==> src/rtl/glyph_raster_renderer.sv <==
// Glyph raster renderer: scales one font bitmap by an integer factor
// and streams (x, y, colour) beats over a valid/ready interface.
module glyph_raster_renderer #(
    parameter int FONT_W  = 5,
    parameter int FONT_H  = 7,
    parameter int X_W     = 10,
    parameter int Y_W     = 9,
    parameter int SIZE_W  = 4,
    parameter int COLOR_W = 3
) (
    input  logic                     clock,
    input  logic                     reset,
    input  logic                     start,
    input  logic [FONT_W*FONT_H-1:0] glyph,
    input  logic [X_W-1:0]           origin_x,
    input  logic [Y_W-1:0]           origin_y,
    input  logic [SIZE_W-1:0]        size,
    input  logic                     opaque,
    input  logic [COLOR_W-1:0]       fg_color,
    input  logic [COLOR_W-1:0]       bg_color,
    input  logic                     out_ready,
    output logic                     out_valid,
    output logic [X_W-1:0]           out_x,
    output logic [Y_W-1:0]           out_y,
    output logic [COLOR_W-1:0]       out_color,
    output logic                     busy,
    output logic                     done
);

    localparam int NB = FONT_W * FONT_H;
    localparam int CW = (FONT_W > 1) ? $clog2(FONT_W) : 1;
    localparam int RW = (FONT_H > 1) ? $clog2(FONT_H) : 1;
    localparam logic [NB-1:0] TOP = NB'(1) << (NB - 1);

    typedef enum logic [1:0] {
        S_IDLE,
        S_RUN,
        S_DONE
    } state_t;

    state_t state_q, state_d;

    logic [NB-1:0]      g_q;
    logic [X_W-1:0]     ox_q;
    logic [Y_W-1:0]     oy_q;
    logic [SIZE_W-1:0]  sm1_q;
    logic               opq_q;
    logic [COLOR_W-1:0] fg_q;
    logic [COLOR_W-1:0] bg_q;
    logic [CW-1:0]      col_q;
    logic [RW-1:0]      row_q;
    logic [SIZE_W-1:0]  sx_q;
    logic [SIZE_W-1:0]  sy_q;

    logic [31:0]    lin;
    logic           pix;
    logic           emit;
    logic           sx_end;
    logic           sy_end;
    logic           col_end;
    logic           row_end;
    logic           fire;
    logic           pix_adv;
    logic [X_W-1:0] sx_scale;
    logic [Y_W-1:0] sy_scale;

    // Decode the current font pixel and the advance conditions.
    always_comb begin
        lin      = 32'(row_q) * 32'(FONT_W) + 32'(col_q);
        pix      = |(g_q & (TOP >> lin));
        emit     = pix | opq_q;
        sx_end   = (sx_q == sm1_q);
        sy_end   = (sy_q == sm1_q);
        col_end  = (col_q == CW'(FONT_W - 1));
        row_end  = (row_q == RW'(FONT_H - 1));
        fire     = (state_q == S_RUN) && emit && out_ready;
        pix_adv  = (state_q == S_RUN) &&
                   (emit ? (out_ready && sx_end && sy_end) : 1'b1);
        sx_scale = X_W'(sm1_q) + X_W'(1);
        sy_scale = Y_W'(sm1_q) + Y_W'(1);
    end

    // State register.
    always_ff @(posedge clock) begin
        if (reset) begin
            state_q <= S_IDLE;
        end else begin
            state_q <= state_d;
        end
    end

    // Next-state logic; start is only honoured from IDLE.
    always_comb begin
        state_d = state_q;
        unique case (state_q)
            S_IDLE: if (start) state_d = S_RUN;
            S_RUN:  if (pix_adv && col_end && row_end) state_d = S_DONE;
            S_DONE: state_d = S_IDLE;
            default: state_d = S_IDLE;
        endcase
    end

    // Outputs come purely from registered state; idle fields read zero.
    always_comb begin
        out_valid = 1'b0;
        out_x     = '0;
        out_y     = '0;
        out_color = '0;
        busy      = 1'b0;
        done      = 1'b0;
        unique case (state_q)
            S_RUN: begin
                busy = 1'b1;
                if (emit) begin
                    out_valid = 1'b1;
                    out_x     = ox_q + X_W'(col_q) * sx_scale + X_W'(sx_q);
                    out_y     = oy_q + Y_W'(row_q) * sy_scale + Y_W'(sy_q);
                    out_color = pix ? fg_q : bg_q;
                end
            end
            S_DONE: done = 1'b1;
            default: ;
        endcase
    end

    // Latch the glyph job on start, then walk sub-pixels and font pixels.
    always_ff @(posedge clock) begin
        if (reset) begin
            g_q   <= '0;
            ox_q  <= '0;
            oy_q  <= '0;
            sm1_q <= '0;
            opq_q <= 1'b0;
            fg_q  <= '0;
            bg_q  <= '0;
            col_q <= '0;
            row_q <= '0;
            sx_q  <= '0;
            sy_q  <= '0;
        end else if (state_q == S_IDLE && start) begin
            g_q   <= glyph;
            ox_q  <= origin_x;
            oy_q  <= origin_y;
            sm1_q <= (size == '0) ? '0 : size - SIZE_W'(1);
            opq_q <= opaque;
            fg_q  <= fg_color;
            bg_q  <= bg_color;
            col_q <= '0;
            row_q <= '0;
            sx_q  <= '0;
            sy_q  <= '0;
        end else if (state_q == S_RUN) begin
            if (fire) begin
                if (!sx_end) begin
                    sx_q <= sx_q + SIZE_W'(1);
                end else begin
                    sx_q <= '0;
                    sy_q <= sy_end ? '0 : sy_q + SIZE_W'(1);
                end
            end
            if (pix_adv) begin
                if (col_end) begin
                    col_q <= '0;
                    row_q <= row_end ? '0 : row_q + RW'(1);
                end else begin
                    col_q <= col_q + CW'(1);
                end
            end
        end
    end

endmodule

==> config.mk <==
export PLATFORM = sky130hd
export DESIGN_NAME = glyph_raster_renderer
export DESIGN_NICKNAME = d
export VERILOG_FILES = /design/src/rtl/glyph_raster_renderer.sv
export SDC_FILE = /design/constraint.sdc
export NUM_CORES = 1
export LEC_CHECK = 0
export CORE_UTILIZATION = 58
export CTS_CLUSTER_DIAMETER = 40
export DETAILED_ROUTE_END_ITERATION = 10
export HOLD_SLACK_MARGIN = 0.03
export MAX_ROUTING_LAYER = met4
export PLACE_DENSITY_LB_ADDON = 0.05
export SLEW_MARGIN = 20
export SYNTH_ARGS = -nofsm -noshare
export SYNTH_HDL_FRONTEND = slang
export SYNTH_SLANG_ARGS = --single-unit
==> constraint.sdc <==
create_clock -name clock -period 13.7 [get_ports clock]
set_input_delay 1.37 -clock clock [delete_from_list [all_inputs] [get_ports clock]]
set_output_delay 1.37 -clock clock [all_outputs]
set_load 0.005 [all_outputs]
After elaboration in Yosys (flattened, before gate mapping) --
Cells that the tools add are included. Widths: inputs -> output; s select.
Operators by class: $add $sub $neg 12, multiply operators 3, equal/unequal tests 8, shift operators 1, muxes and demuxes 20, bitwise operators 2, reduce and logical (&&, ||, !) cells 17
Operator list (count):
- $and 35x35->35 | 1
- $reduce_or 35->1 | 1
- $shr 35x7->35 const A | 1
- $mux 10 | 2
- $mux 9 | 2
- $mul 3x5->8 | 2
- $mux 3 | 5
- $mux 4 | 3
- $add 10x4->10 | 1
- $add 10x8->10 | 1
- $add 4x1->5 const B | 2
- $add 9x4->9 | 1
- $add 9x8->9 | 1
- $add 4x1->4 const B | 2
- $eq 4x4->1 | 2
- $logic_and 1x1->1 | 8
- $add 6x3->7 | 1
- $add 3x1->3 const B | 2
- $eq 3x3->1 const B | 2
- $mul 3x3->6 const B | 1
- $reduce_and 2->1 | 3
- $reduce_and 3->1 | 2
- $mux 1 | 5
- $logic_not 4->1 | 1
- 10 further kinds | 11
Storage, ports and cells: bits in registers 81, output and inout bits 25, word-level logic and storage cells 75

Longest topological paths before layout --
depth in word-level cells 12, mapped depth 17

Least setup slack after synthesis --
OpenSTA, ideal clock, no wires.
path kind register to output, start point reg sm1_q[0], end point out out_x[9], arrival time 3.975 ns, slack 8.355 ns, stages on the path, launching flop included 18, buffers on the path 1, path through dfxtp_1 > clkbuf_1 > nand3_1 > xor2_1 > nor2_1 > fa_1 > fa_1 > inv_1 > fa_1 > inv_1 > ha_1 > a21o_1 > a21oi_1 > o21bai_1 > a21oi_1 > o21ai_0 > xnor2_1 > nor2_1
Between the ends: longest elaborated chain between the ends 6
Ends and longest elaborated chain:
- start, declared | RTL line 46 | logic [SIZE_W-1:0] sm1_q;
- start signal, assigned | RTL line 144 | sm1_q <= (size == '0) ? '0 : size - SIZE_W'(1);
- $add 4x1->5 | RTL line 79 | sx_scale = X_W'(sm1_q) + X_W'(1);
- $mul 3x5->8 | RTL line 116 | out_x = ox_q + X_W'(col_q) * sx_scale + X_W'(sx_q);
- $add 10x8->10 | RTL line 116
- $add 10x4->10 | RTL line 116
- $mux 10 | RTL line 114 | if (emit) begin
- $mux 10 | RTL line 111 | unique case (state_q)
- end, declared | RTL line 23 | output logic [X_W-1:0] out_x,
Every way passes these cells.

Worst setup path after layout --
start point reg row_q[0], end point out out_x[2]
Between the ends: longest elaborated chain between the ends 8
Ends and longest elaborated chain:
- start, declared | RTL line 51 | logic [RW-1:0] row_q;
- start signal, assigned | RTL line 164 | row_q <= row_end ? '0 : row_q + RW'(1);
- $mul 3x3->6 | RTL line 69 | lin = 32'(row_q) * 32'(FONT_W) + 32'(col_q);
- $add 6x3->7 | RTL line 69
- $shr 35x7->35 | RTL line 70 | pix = |(g_q & (TOP >> lin));
- $and 35x35->35 | RTL line 70
- $reduce_or 35->1 | RTL line 70
- $or 1x1->1 | RTL line 71 | emit = pix | opq_q;
- $mux 10 | RTL line 114
- $mux 10 | RTL line 111
Every way passes these cells.

==> metrics.cfg <==
[place]
dpl_cell_area_um2 = 6340
gp_congestion = 0.867
dp_hpwl_um = 9270
io_buffer_count = 93

[global_routing]
antenna_found_initial = 0
grt_pass1_vias = 4418
grt_max_degree = 48
grt-ovfl-total = 0
grt_pass1_wl_um = 20600
track_usage_pct = 27.5

[synth]
synth_commonest_cells = 81 x dfxtp_1, 69 x inv_1, 58 x a22o_1
synthFlopType = dfxtp_1
ys_seq_area_share_pct = 30.1
synth_area_um2 = 5390
synth_xor_area_share_pct = 4.69
synth-edff-count = 0
synth_most_common_cell = dfxtp_1
synth_top_area_cell = dfxtp_1
synthSimpleGateAreaFrac_pct = 13.0
synth_mux_area_share_pct = 3.73
synth-async-reset-ratio_pct = 0
ys_ff_latch = 81
syn_area_per_cell_um2 = 9.35
synth.distinct_cells = 67
yosys_warnings = 0
synthTopCellsByArea = dfxtp_1 30%, ha_1 11%, a22o_1 9.4%
synth.top_cell.area_share_pct = 30.1
syn-num-nets = 718
synth_adder_area_share_pct = 20.2
synth_top_family_by_area = compound AO/OA/AOI/OAI gates
synth-compound-area-share_pct = 20.8
synth_cells = 577

[setup_path]
end_kind = output port
reg2reg_slack_ns = 8.95
crit_fanout = 19
r2r_cells = 11
r2r-end = sx_q[2]$_SDFFE_PP0P_
rr_startpoint = row_q[0]$_SDFFE_PP0P_
required_ns = 12.33
start_kind = register
critical_path_class = reg2out
crit_arrival_ns = 5.61

[clock_network]
tritoncts = yes
clk_latency_ns = 0.36
cts_root_buffer = clkbuf_8
postCtsSetupBuffers = 0
cts_resized = 0
clk_pin_slew_worst_paths_ns = 0.08
htree_levels = 3
clock_sinks = 81
clockBufferDepth = 2
numCtsBuffers = 9
cts_hold_buf = 0

[timing]
slew_violations = 0
hold_violations = 0
tightest_slew_ns = 1.05
setup_viol = 0
tns_ns = 0
fmax_mhz = 143
skew_ns = 0.0127
rsz0062_at_grt = false
finalCritPeriodShare_pct = 50.9
finalCriticalPeriod_ns = 6.98
slew_headroom_pct = 30.0

[floorplan]
dieArea_um2 = 9690
die_y_um = 98.4
initial_core_util_pct = 61.0
coreArea_um2 = 8850
rows = 34
ios = 94
die_w_um = 98.4

[job]
cap_viol_max_count = 0

[layout]
layout.nets = 794
synthToLayoutAreaGrowth_pct = 21.7
diodes = 0
fillers = 669
drive_gt1_share_pct = 5.47
stdcell_area_um2 = 6560

[worst_hold_path]
hold_end = g_q[13]$_SDFFE_PP0P_
hp-class = reg2reg
min_from = g_q[13]$_SDFFE_PP0P_
hold_depth = 1

[routing]
drtAntennaViolNets = 0
vias_per_cell = 5.78
initialDrtViolationCount = 168
drc = 6
num_vias = 4431
first_pass_iters = 8
routed_wl_um = 12200
avgRoutedWirePerCell_um = 15.9

[power]
peakVddDrop_mv = 0.0552
power_density_nw_per_um2 = 84.6
p_leak_nw = 2.89

[run_status]
status = complete, but fails checks
violations = design-rule violations

==> kinds of logic (layout without fill, tap and decap cells) <==
group                      after synthesis  in the layout
DFF                                     81             81
and+or+nand+nor                        134            134
adders and majority gates               72             72
AOI/OAI and AO/OA                      143            143
xor gates and xnor gates                28             28
muxes                                   19             19
buffers and inverters                  100            181
==> per-stage QoR <==
stage	instances	setup WS (ns)	hold WS, ns	util [%]	total power (W)
2_1_floorplan	577	8.35	0.441	-	0.000324
3_3_place_gp	750	7.44	0.457	71.7	0.000359
3_5_place_dp	750	7.18	0.462	71.7	0.000362
4_1_cts	766	6.76	0.483	74.2	0.000559
5_1_grt	766	6.44	0.494	74.2	0.000582
6_report	766	6.72	0.480	74.2	0.000555
==> metal layers <==
layer | wire length, um | up-vias | global-route usage (%)
li1 | - | 2173 | -
met4 | 359 | 0 | 10.7
met2 | 6150 | 108 | 48.3
met3 | 495 | 27 | 3.97
met1 | 5180 | 2123 | 31.6
met5 | 0 | - | -
==> cell type report <==
class | count | area, um2 | area share [%]
sequential | 81 | 1620 | 24.7
clock inverter | 6 | 91.3 | 1.39
inverter | 70 | 263 | 4.00
clock buffer | 10 | 128 | 1.94
tap | 108 | 135 | 2.06
multi-input combinational | 396 | 3380 | 51.5
timing repair buffer | 95 | 946 | 14.4
==> cell usage in the layout, fill, tap and decap left out, drive strengths merged, types with 4 or more instances in the layout <==
cell type,count
ha,47
nand2b,4
nor2b,15
a22o,58
clkdlybuf4s50,93
xnor2,17
and2,19
clkbuf,10
a21oi,19
o21bai,4
nand3,6
inv,71
mux2i,13
nor3,4
a22oi,4
fa,25
dfxtp,81
xor2,11
o21ai,17
nor2,30
a21o,6
mux2,6
nand2,33
nand4,6
==> report_power, final <==
part / switching (W) / internal, W / total (W) / leakage (nW)
clock: 0.0000946 / 0.000104 / 0.000198 / 0.104
sequential: 0.0000105 / 0.000250 / 0.000260 / 0.663
combinational: 0.0000486 / 0.0000483 / 0.0000969 / 2.12
total: 0.000154 / 0.000402 / 0.000555 / 2.89
==> state kept, by name (all words and copies together), names as in the netlist <==
name     flops
g_q         35
ox_q        10
oy_q         9
sm1_q        4
sx_q         4
sy_q         4
bg_q         3
col_q        3
fg_q         3
row_q        3
state_q      2
opq_q        1
==> worst max-delay path, cell delays in order (launching register included) <==
cell	delay (ns)
dfxtp_1	0.58
ha_1	0.31
ha_1	0.30
inv_1	0.06
fa_1	0.86
nor2_1	0.12
a221oi_2	0.30
a22oi_1	0.12
a211o_1	0.36
a211oi_4	0.63
nand2b_1	0.78
inv_2	0.15
and2_1	0.21
clkdlybuf4s50_1	0.44
==> worst max-delay path by stage <==
stage	startpoint	end	cells after the start
4_1_cts	row_q[0]$_SDFFE_PP0P_	out_x[2]	13
3_5_place_dp	row_q[0]$_SDFFE_PP0P_	out_x[2]	13
3_3_place_gp	row_q[0]$_SDFFE_PP0P_	out_x[0]	13
5_1_grt	row_q[0]$_SDFFE_PP0P_	out_x[2]	13
2_1_floorplan	sm1_q[0]$_SDFFE_PP0P_	out_x[9]	17
6_report	row_q[0]$_SDFFE_PP0P_	out_x[2]	13
No activity file was read; power rests on OpenSTA's default activity.
